<file path="src/rtl/mul_seq_pkg.sv">
// Shared definitions for the shift-and-add multiply sequencer and the ALU opcodes
// that the CPU control unit also drives.
package mul_seq_pkg;

    typedef enum logic [1:0] {
        IDLE = 2'd0,
        ADD  = 2'd1,
        SHH  = 2'd2,
        SHL  = 2'd3
    } mul_state_t;

    localparam logic [3:0] ALU_OP_ADD = 4'd0;
    localparam logic [3:0] ALU_OP_LSR = 4'd10;
    localparam logic [3:0] ALU_OP_NOP = 4'd15;

    localparam logic [2:0] LAST_BIT = 3'd7;

endpackage

</file>
<file path="src/rtl/mul_seq.sv">
// 8x8 unsigned multiply sequencer borrowing the shared ALU for ADD and LSR steps.
// Optional MUL_SKIP_ZERO_EN skips the ADD step for multiplier bits that are zero.
module mul_seq
    import mul_seq_pkg::*;
(
    input  logic        i_clk,
    input  logic        i_rst_n,
    input  logic        i_start,
    input  logic [7:0]  i_op_a,
    input  logic [7:0]  i_op_b,
    output logic [3:0]  o_alu_sel,
    output logic [7:0]  o_alu_a,
    output logic [7:0]  o_alu_b,
    output logic        o_alu_cin,
    input  logic [7:0]  i_alu_result,
    input  logic        i_alu_c,
    output logic        o_busy,
    output logic        o_done,
    output logic [15:0] o_product
);

    mul_state_t r_state;
    mul_state_t w_next;
    logic [7:0] r_mcand;
    logic [7:0] r_hi;
    logic [7:0] r_lo;
    logic       r_cbit;
    logic [2:0] r_cnt;
    logic       r_done;

    always_comb begin
        w_next    = r_state;
        o_alu_sel = ALU_OP_NOP;
        o_alu_a   = 8'd0;
        o_alu_b   = 8'd0;
        o_alu_cin = 1'b0;
        case (r_state)
            IDLE: begin
                if (i_start) begin
`ifdef MUL_SKIP_ZERO_EN
                    w_next = i_op_b[0] ? ADD : SHH;
`else
                    w_next = ADD;
`endif
                end
            end
            ADD: begin
                o_alu_sel = ALU_OP_ADD;
                o_alu_a   = r_hi;
                o_alu_b   = r_lo[0] ? r_mcand : 8'd0;
                w_next    = SHH;
            end
            SHH: begin
                o_alu_sel = ALU_OP_LSR;
                o_alu_a   = r_hi;
                o_alu_cin = r_cbit;
                w_next    = SHL;
            end
            SHL: begin
                o_alu_sel = ALU_OP_LSR;
                o_alu_a   = r_lo;
                o_alu_cin = r_cbit;
                if (r_cnt == LAST_BIT) begin
                    w_next = IDLE;
                end else begin
`ifdef MUL_SKIP_ZERO_EN
                    // The shifted LO coming back from the ALU holds the next multiplier bit
                    w_next = i_alu_result[0] ? ADD : SHH;
`else
                    w_next = ADD;
`endif
                end
            end
            default: w_next = IDLE;
        endcase
    end

    always_ff @(posedge i_clk) begin
        if (!i_rst_n) begin
            r_state <= IDLE;
            r_mcand <= 8'd0;
            r_hi    <= 8'd0;
            r_lo    <= 8'd0;
            r_cbit  <= 1'b0;
            r_cnt   <= 3'd0;
            r_done  <= 1'b0;
        end else begin
            r_state <= w_next;
            r_done  <= 1'b0;
            case (r_state)
                IDLE: begin
                    if (i_start) begin
                        r_mcand <= i_op_a;
                        r_hi    <= 8'd0;
                        r_lo    <= i_op_b;
                        r_cbit  <= 1'b0;
                        r_cnt   <= 3'd0;
                    end
                end
                ADD, SHH: begin
                    r_hi   <= i_alu_result;
                    r_cbit <= i_alu_c;
                end
                SHL: begin
                    // CBIT is cleared so a skipped ADD leaves a clean carry for SHH
                    r_lo   <= i_alu_result;
                    r_cbit <= 1'b0;
                    r_cnt  <= r_cnt + 3'd1;
                    if (r_cnt == LAST_BIT) begin
                        r_done <= 1'b1;
                    end
                end
                default: ;
            endcase
        end
    end

    assign o_busy    = (r_state != IDLE);
    assign o_done    = r_done;
    assign o_product = {r_hi, r_lo};

endmodule

</file>
<file path="config.mk">
export PLATFORM = sky130hd
export DESIGN_NAME = mul_seq
export DESIGN_NICKNAME = d
export VERILOG_FILES = /design/src/rtl/mul_seq_pkg.sv /design/src/rtl/mul_seq.sv
export SDC_FILE = /design/constraint.sdc
export NUM_CORES = 1
export LEC_CHECK = 0
export CORE_MARGIN = 1.5
export CORE_UTILIZATION = 45
export DETAILED_ROUTE_END_ITERATION = 10
export HOLD_SLACK_MARGIN = 0.12
export MAX_ROUTING_LAYER = met4
export PLACE_DENSITY = 0.84
export SLEW_MARGIN = 20
export SYNTH_ARGS = -nofsm -noshare
export SYNTH_HDL_FRONTEND = slang
export SYNTH_SLANG_ARGS = --single-unit
</file>
<file path="constraint.sdc">
create_clock -name i_clk -period 3.2 [get_ports i_clk]
set_clock_uncertainty 0.15 [all_clocks]
set_input_delay 0.64 -clock i_clk [delete_from_list [all_inputs] [get_ports i_clk]]
set_output_delay 0.64 -clock i_clk [all_outputs]
set_load 0.01 [all_outputs]
</file>
==> qor.log <==
[outcome] result of the run completed
[route] DRC marker count from the first detailed-route iteration 70
[place] Setup Slack @ Placement 0.343 ns
[die] Row Count 21
[route] average wire per cell in the routed design 14.8 um
[cells_and_area] Final nets 269
[setup_path] kind of capture point of the worst setup path output pin
[yosys] async set or reset register ratio after synthesis 0%
[cells_and_area] FILL cells 298
[place] detailed-placement wirelength estimate 2.93 mm
[cts] clock buffers created by TritonCTS 5
[timing] Rel. slew slack 51.8%
[timing] Tcrit/Tclk final 91.3%
[cts] hold buffers post-CTS 0
[route] DRC violation count after routing 0
[yosys] number of flops mapped to enable cells by yosys 0
[cts] clk slew on worst S/H paths 0.09 ns
[timing] setup total negative slack 0 ns
[yosys] ranking of synthesized cells by area sky130_fd_sc_hd__dfxtp_1 39%, sky130_fd_sc_hd__ha_1 7.1%, sky130_fd_sc_hd__mux2i_1 6.3%, sky130_fd_sc_hd__a32oi_1 5.5%, sky130_fd_sc_hd__a21boi_0 5.2%
[power_and_ir_drop] Int Power 0.00102 W
[power_and_ir_drop] clock network power share 12.6%
[route] average via count per standard cell 5.34
[setup_path] Worst Path Required 2.41 ns
[power_and_ir_drop] switching part of the total 40.6%
[yosys] cell taking the most area after synthesis sky130_fd_sc_hd__dfxtp_1
[timing] final hold violation count 0
[die] Boundary Pins 67
[grt] via count of the first global-routing pass 1491
[die] Floorplan Core Area 3360 um^2
[cts] CTS max path bufs 2
[timing] RSZ-0062 raised after global routing no
[timing] Final min period 2.92 ns
[route] Final ANT Viol Nets 0
[power_and_ir_drop] net switching power of the design 0.000696 W
[yosys] post-synth design cell area 1590 um^2
[yosys] count of yosys warnings during synthesis 0
[die] Initial Utilization 47.4%
[cts] H-tree level count 2
[cells_and_area] ratio of cells with drive above 1 in the final layout 6.01%
[yosys] Distinct cells, synth 25
[timing] Peak Freq 0.342 GHz
[yosys] list of most frequent post-synthesis cells 31 x sky130_fd_sc_hd__dfxtp_1, 18 x sky130_fd_sc_hd__nand2_1, 12 x sky130_fd_sc_hd__nor2b_1
[yosys] Avg Synthesized Cell Area 9.37 um^2
[timing] crit path setup slack, layout 0.279 ns
[grt] GRT Residual Overflow 0
[hold_path] worst hold path class register to register
[power_and_ir_drop] leakage 0.942 nW
[power_and_ir_drop] peak supply drop 0.431 mV
[die] total die area 3910 um^2
[cells_and_area] layout-stage area growth over the synthesis result 45.4%
[yosys] flip-flop cell with the highest count after synthesis sky130_fd_sc_hd__dfxtp_1
[place] Port-buffer cells 66
[cts] root buf cell sky130_fd_sc_hd__clkbuf_4
[yosys] proportion of synthesized chip area in sequential cells 39.0%
[cts] number of clock sinks seen by CTS 31
[yosys] synthesized flop and latch total 31
[run] total of max-cap violations 0
[cts] clock latency on the worst-skew pair 0.33 ns
[place] weighted congestion reported at the end of routability-driven placement 0.777
[timing] count of final setup violators 0
[cts] clock tree from TritonCTS yes
[setup_path] arrival time worst endpoint 2.13 ns
[setup_path] WS Path Type register to output pin
[grt] wire length of the first global-routing pass 7.04 mm
[setup_path] critical path startpoint category register
[die] horizontal extent of the die 62.5 um
[setup_path] Crit Path Max Fanout 18
[power_and_ir_drop] pwr/cell area 741 nW/um^2
[power_and_ir_drop] Sequential Power Share 32.8%
[route] Routed Wire Length 4.13 mm
[grt] number of antenna violations at the first check in global routing 0
[route] routed vias 1489
[yosys] dominant cell by count in the synthesized netlist sky130_fd_sc_hd__dfxtp_1
[yosys] synthesized instance count 170
[cells_and_area] final cell utilization of the core 68.9%
[cts] number of buffers inserted to repair setup after CTS 0
[timing] Slew Viols, Final 0
[grt] largest net degree at the start of global routing 25
[die] die extent in y 62.5 um
[timing] measured slew at the worst slew-check pin 0.721 ns
[cells_and_area] Layout Cells excl Fill 279
[cells_and_area] antenna diode instance count 0
[grt] total global-route track usage 23.1%
[route] number of detailed-routing iterations run before antenna repair 4
[place] Placed Instances 271
[yosys] number of nets in the synthesized netlist 207
[power_and_ir_drop] combinational share of power 54.7%
[yosys] fraction of post-synthesis cell area in the top cell type by area 39.0%
==> cell families (layout without fill, tap and decap cells) <==
| kind of cell | after synthesis | after routing | synth area share [%] |
|---|---|---|---|
| and+or+nand+nor | 59 | 59 | 18.7 |
| AOI/OAI and AO/OA | 40 | 40 | 20.7 |
| DFF | 31 | 31 | 39.0 |
| buffers and inverters | 19 | 82 | 6.44 |
| muxes | 12 | 12 | 8.09 |
| adders and majority gates | 9 | 9 | 7.07 |
==> repair_timing <==
action | 4_1_cts | 5_1_grt
setup endpoints to repair | 7 | 5
gates resized for setup | 1 | 1
cloned | 0 | 0
==> sequential cells by signal, summed over array words and instances, names as in the netlist <==
register / cells
r_hi: 8
r_lo: 8
r_mcand: 8
r_cnt: 3
r_state: 2
o_done: 1
r_cbit: 1
==> cell usage in the layout (no fill, tap or decap), drive strengths merged <==
master         count
ha                 9
clkbuf             7
mux2               1
a22oi              8
buf                4
o211a              8
clkdlybuf4s50     66
a32oi             10
nor2               8
nand2b             1
mux2i             11
nand2             18
clkinv             1
nor2b             12
inv                4
nand3              9
and3               9
o21ai              1
nand3b             2
a21boi            11
dfxtp             31
o21a               1
o211ai             1
==> final cells by class <==
type	count	area, um^2	area share (%)
Clock buffer	7	45.0	1.94
Clock inverter	1	5.00	0.216
Inverter	4	15.0	0.648
Multi-Input combinational cell	120	882	38.1
Sequential cell	31	621	26.8
Tap cell	46	57.6	2.49
Timing Repair Buffer	70	691	29.8
==> power by group through the flow <==
stage          combinational, W  sequential, W  clock (W)
6_report               0.000938       0.000562   0.000216
5_1_grt                 0.00101       0.000579   0.000236
3_5_place_dp           0.000898       0.000570          0
4_1_cts                0.000909       0.000562   0.000222
2_1_floorplan          0.000538       0.000580          0
3_3_place_gp           0.000880       0.000567          0
==> layer usage <==
layer | up-vias | global-route usage (%) | wire (um)
li1 | 739 | - | -
met1 | 705 | 26.7 | 1820
met2 | 39 | 39.7 | 2080
met3 | 6 | 3.96 | 143
met4 | 0 | 9.44 | 80
met5 | - | - | 0
==> critical path, cell delays in order (launching register included) <==
cell and delay, ns:
sky130_fd_sc_hd__dfxtp_1 0.43, sky130_fd_sc_hd__inv_1 0.15, sky130_fd_sc_hd__ha_4 0.43, sky130_fd_sc_hd__a22oi_1 0.13
sky130_fd_sc_hd__nor2_1 0.12, sky130_fd_sc_hd__clkdlybuf4s50_1 0.55
==> path summary, 6_finish.rpt <==
check          endpoint       start  cells past startpoint  slack (ns)
max          o_alu_a[0]  r_state[1]                      5        0.28
min          r_mcand[1]  r_mcand[1]                      2        0.32
max reg2reg     r_hi[1]  r_state[1]                      6        1.13
min reg2reg  r_mcand[1]  r_mcand[1]                      2        0.32
==> metrics by stage <==
step / total power (W) / hold slack, ns / instance area (um^2)
finish: 0.00172 / 0.319 / 2320
global route: 0.00183 / 0.356 / 2320
CTS: 0.00169 / 0.322 / 2310
detailed placement: 0.00147 / 0.308 / 2250
global placement: 0.00145 / 0.302 / 2250
floorplan: 0.00112 / 0.289 / 1590
(Power assumes the default switching activity.)
==> variant 1, RTL diff (config.mk and constraints unchanged) <==
The option `MUL_SKIP_ZERO_EN` is turned on by a define.
--- a/src/rtl/mul_seq.sv
+++ b/src/rtl/mul_seq.sv
@@ -1,5 +1,7 @@
 // 8x8 unsigned multiply sequencer borrowing the shared ALU for ADD and LSR steps.
 // Optional MUL_SKIP_ZERO_EN skips the ADD step for multiplier bits that are zero.
+`define MUL_SKIP_ZERO_EN
+
 module mul_seq
     import mul_seq_pkg::*;
 (
Check against the original RTL: not equivalent (Yosys sat finds a counterexample within 4 cycles, from zero or initial values and one cycle with i_rst_n low).
==> variant 1 against the original RTL <==
- power rose by 2.9%
- routed wire length fell by 0.56%
- sequential cell count unchanged
- combinational power rose by 0.6%
- final area is 0.59% higher
- final cell count rose by 3.9%
- hold slack worse by 12 ps
- setup slack got worse by 46 ps
- area after synthesis up 0.55%
- critical path type unchanged
==> variant 1: results (changes against the original RTL) <==
status:
  status: "finished clean"
drt:
  dr.first_iter.drc_count: 77  # +10%
  m1WireLength_mm: 1.94  # +6.5%
  vias: 1554  # +4.4%
pwr:
  combPwrFrac_pct: 53.4  # -1.3 points
  internal-power_uw: 1050  # +3.2%
  irDropWorstVdd_v: 0.000469  # +9.0%
  powerDensity_nw_per_um2: 758  # +2.3%
  p_leak_uw: 0.000858  # -8.9%
placement:
  place_congestion: 0.790  # +1.7%
  dpl_worst_slack_ps: 616  # +273 ps
  dp_hpwl_mm: 2.87  # -2.0%
setup_path:
  crit_path_max_fanout: 11  # -7
yosys:
  synthCells: 182  # +7.1%
  synth_commonest_cells: "31 x dfxtp_1, 18 x a21oi_1, 18 x nor2_1, 12 x nand2_1"
  syn_nets: 217  # +4.8%
  yosysSeqAreaShare_pct: 38.7  # -0.21 points
  synth.distinct_cells: 27  # +8.0%
finish:
  fin_nets: 278  # +3.3%
  drive_above_1_share_pct: 8.61  # +2.6 points
  stdcell_count: 290  # +3.9%
  n_fill_cell: 291  # -2.3%
global_routing:
  track_usage_pct: 22.1  # -1.0 points
  gr-usage-met2_pct: 33.2  # -6.5 points
  grt_pass1_wl_mm: 6.64  # -5.7%
  grt_util_met1_pct: 28.7  # +2.0 points
  grt_start_max_net_pins: 42  # +68%
  met3_usage_pct: 4.86  # +0.90 points
clock_network:
  postCtsResizedCells: 0  # -1
## variant 1: path summary, 6_finish.rpt
| path | end | cells past startpoint | from | slack [ps] |
|---|---|---|---|---|
| setup reg to reg | r_hi[6] | 6 | r_state[0] | 740 |
| setup / recovery | o_alu_a[6] | 5 | r_state[0] | 230 |
| hold / removal | r_mcand[7] | 2 | r_mcand[7] | 310 |
| hold reg to reg | r_mcand[7] | 2 | r_mcand[7] | 310 |
## variant 1: layout make-up
| class | count | area (um^2) | area share [%] |
|---|---|---|---|
| Multi-Input combinational cell | 128 | 862 | 37.0 |
| Timing Repair Buffer | 71 | 698 | 30.0 |
| Tap cell | 46 | 57.6 | 2.47 |
| Inverter | 6 | 22.5 | 0.967 |
| Clock buffer | 8 | 68.8 | 2.95 |
| Sequential cell | 31 | 621 | 26.6 |
## variant 1: logic make-up after synthesis
logic type                 synth area share [%]
AOI/OAI and AO/OA                          22.0
muxes                                      6.56
buffers and inverters                      7.42
and+or+nand+nor                            19.8
adders and majority gates                  5.47
DFF                                        38.8
==> variant 2, RTL diff (same settings) <==
Made on the original files. Make the reset (`i_rst_n`) asynchronous in one clocked block.
--- a/src/rtl/mul_seq.sv
+++ b/src/rtl/mul_seq.sv
@@ -75,7 +75,7 @@
         endcase
     end
 
-    always_ff @(posedge i_clk) begin
+    always_ff @(posedge i_clk or negedge i_rst_n) begin
         if (!i_rst_n) begin
             r_state <= IDLE;
             r_mcand <= 8'd0;
Behaviour: differs if i_rst_n is asserted again (counterexample within 4 cycles, from zero or initial values and one cycle with i_rst_n low); with i_rst_n held inactive, the same outputs for 10 cycles.
==> variant 2 against the original RTL <==
- clock power is 84% higher
- power is 61% higher
- final area is 6.9% higher
- combinational power is 73% higher
- global-route usage is 0.75 points lower
- setup slack worse by 79 ps
- area after synthesis is 6.3% higher
- via count is 2.1% lower
- die area is 6.0% higher
- sequential cell count stayed put
- routed wire length is 4.7% higher
- fmax is 2.6% lower
- critical path type unchanged
- largest cell class unchanged
==> variant 2: results (changes against the original RTL) <==
placement:
  dp_hpwl_mm: 3.02  # +2.9%
  placed_area_um2: 2360  # +4.6%
  place_congestion: 0.734  # -5.5%
global_routing:
  gr-usage-met2_pct: 35.5  # -4.1 points
  grt_antenna_before_repair: 0  # unchanged
  grt_start_max_net_pins: 32  # +28%
  grt_util_met1_pct: 28.5  # +1.8 points
  met3_usage_pct: 6.16  # +2.2 points
  grt_pass1_wl_mm: 6.84  # -2.8%
  grt_pass1_vias: 1399  # -6.2%
  track_usage_pct: 22.3  # -0.75 points
yosys:
  synthTopCellsByArea: "dfrtp_1 46%, mux2_2 8.0%, ha_1 6.7%, o22ai_1 4.4%, a22o_1 4.1%"
  synth_commonest_cells: "31 x dfrtp_1, 12 x mux2_2, 12 x o22ai_1, 10 x nor2_1, 9 x ha_1"
  yosys_most_used_dff: "dfrtp_1"
  syn_nets: 190  # -8.2%
  synth.distinct_cells: 35  # +40%
  yosysSeqAreaShare_pct: 45.8  # +6.9 points
  ys_async_sr_fraction_pct: 100  # +100 points
finish:
  antenna_cells: 0  # unchanged
  drive_above_1_share_pct: 14.2  # +8.1 points
  reg_top3: "r_hi (8), r_lo (8), r_mcand (8)"
  n_fill_cell: 304  # +2.0%
  fin_nets: 255  # -5.2%
clock_network:
  cts_root_buffer: "clkbuf_8"
  cts_buffers: 5  # unchanged
  clk_pin_slew_ps: 60  # -30 ps
  postCtsSetupBuffers: 0  # unchanged
  worstSkewPairLatency_ps: 280  # -50 ps
sta:
  worst_pin_slew_ps: 682  # -39.2 ps
  whs_ps: 327  # +8.06 ps
pwr:
  p_leak_uw: 0.00107  # +14%
  irDropWorstVdd_v: 0.000614  # +43%
  switchingPower_uw: 1060  # +53%
  powerDensity_nw_per_um2: 1120  # +51%
setup_path:
  r2r_cells: 5  # -1
  crit_arrival_ps: 2210  # +80 ps
  crit_path_max_fanout: 15  # -3
  rr_endpoint: "r_lo[7]"
  r2r_slack_ps: 1040  # -90 ps
  crit-reg2reg-launch: "r_state[0]"
drt:
  wl_mm: 4.32  # +4.7%
  viasPerCell: 5.46  # +2.2%
  dr.first_iter.drc_count: 42  # -40%
  first_pass_iters: 4  # unchanged
status:
  status: "finished clean"
worst_hold_path:
  hold-path-endpoint: "r_cbit"
  min_from: "r_cbit"
  hold_depth: 2  # unchanged
==> variant 2: cell count changes after synthesis, moves of 11 or more <==
cell	change
o22ai_1	+12
nor2b_1	-12
mux2_2	+12
dfxtp_1	-31
a21boi_0	-11
nand2_1	-15
dfrtp_1	+31
==> variant 2: logic make-up after synthesis <==
logic type	share of synthesized area, %
compound gates	19.1
flops	45.8
xor+xnor	0.517
simple gates	12.2
fa+ha+maj	6.65
mux	9.90
buf+inv	5.84
==> variant 2: through the flow <==
stage	util, %	setup slack [ps]	cells
after global placement	64.8	515	259
after detailed placement	64.8	425	259
after global routing	68.1	38.0	267
final	68.1	199	267
after floorplan	-	1010	153
after CTS	68.1	120	267
==> variant 2: area by class of cell <==
class | instances | area, um^2 | area share (%)
Tap cell | 48 | 60.1 | 2.43
Timing Repair Buffer | 69 | 683 | 27.6
Inverter | 5 | 18.8 | 0.758
Clock buffer | 6 | 82.6 | 3.34
Sequential cell | 31 | 776 | 31.3
Clock inverter | 2 | 35.0 | 1.41
Multi-Input combinational cell | 106 | 821 | 33.1
==> variant 2: worst max-delay path by stage <==
| stage | startpoint | to | slack [ps] | cells past startpoint |
|---|---|---|---|---|
| detailed placement | r_state[0] | o_alu_a[7] | 430 | 5 |
| global route | r_state[0] | o_alu_a[6] | 40 | 4 |
| floorplan | r_state[0] | o_alu_a[7] | 1010 | 5 |
| CTS | r_state[0] | o_alu_a[7] | 120 | 5 |
| global placement | r_state[0] | o_alu_a[7] | 510 | 5 |
| finish | r_state[0] | o_alu_a[5] | 200 | 4 |
==> variant 2: power by group through the flow <==
stage	Clock, uW	Sequential [uW]	Combinational (uW)
6_report	398	749	1620
5_1_grt	426	779	1750
4_1_cts	404	748	1620
3_5_place_dp	0	749	1620
3_3_place_gp	0	739	1580
2_1_floorplan	0	757	936
==> variant 2: per-layer routing <==
metal,vias to the layer above,routed length (um),share of wire (%)
met2,72,2030,47
met1,684,1910,44
met5,-,0,0
met4,0,44,1.0
li1,693,-,-
met3,8,340,7.9
==> variant 2: what timing repair did <==
action | CTS | global route
gates resized for setup | 0 | 1
setup endpoints to repair | 0 | 4
endpoints found under the hold margin | 0 | 0
==> variant 2: worst max-delay path: stages (launching register included) <==
cell and delay (ps):
dfrtp_1 470, ha_1 590, a22oi_1 180, nor2_1 140, clkdlybuf4s50_1 550
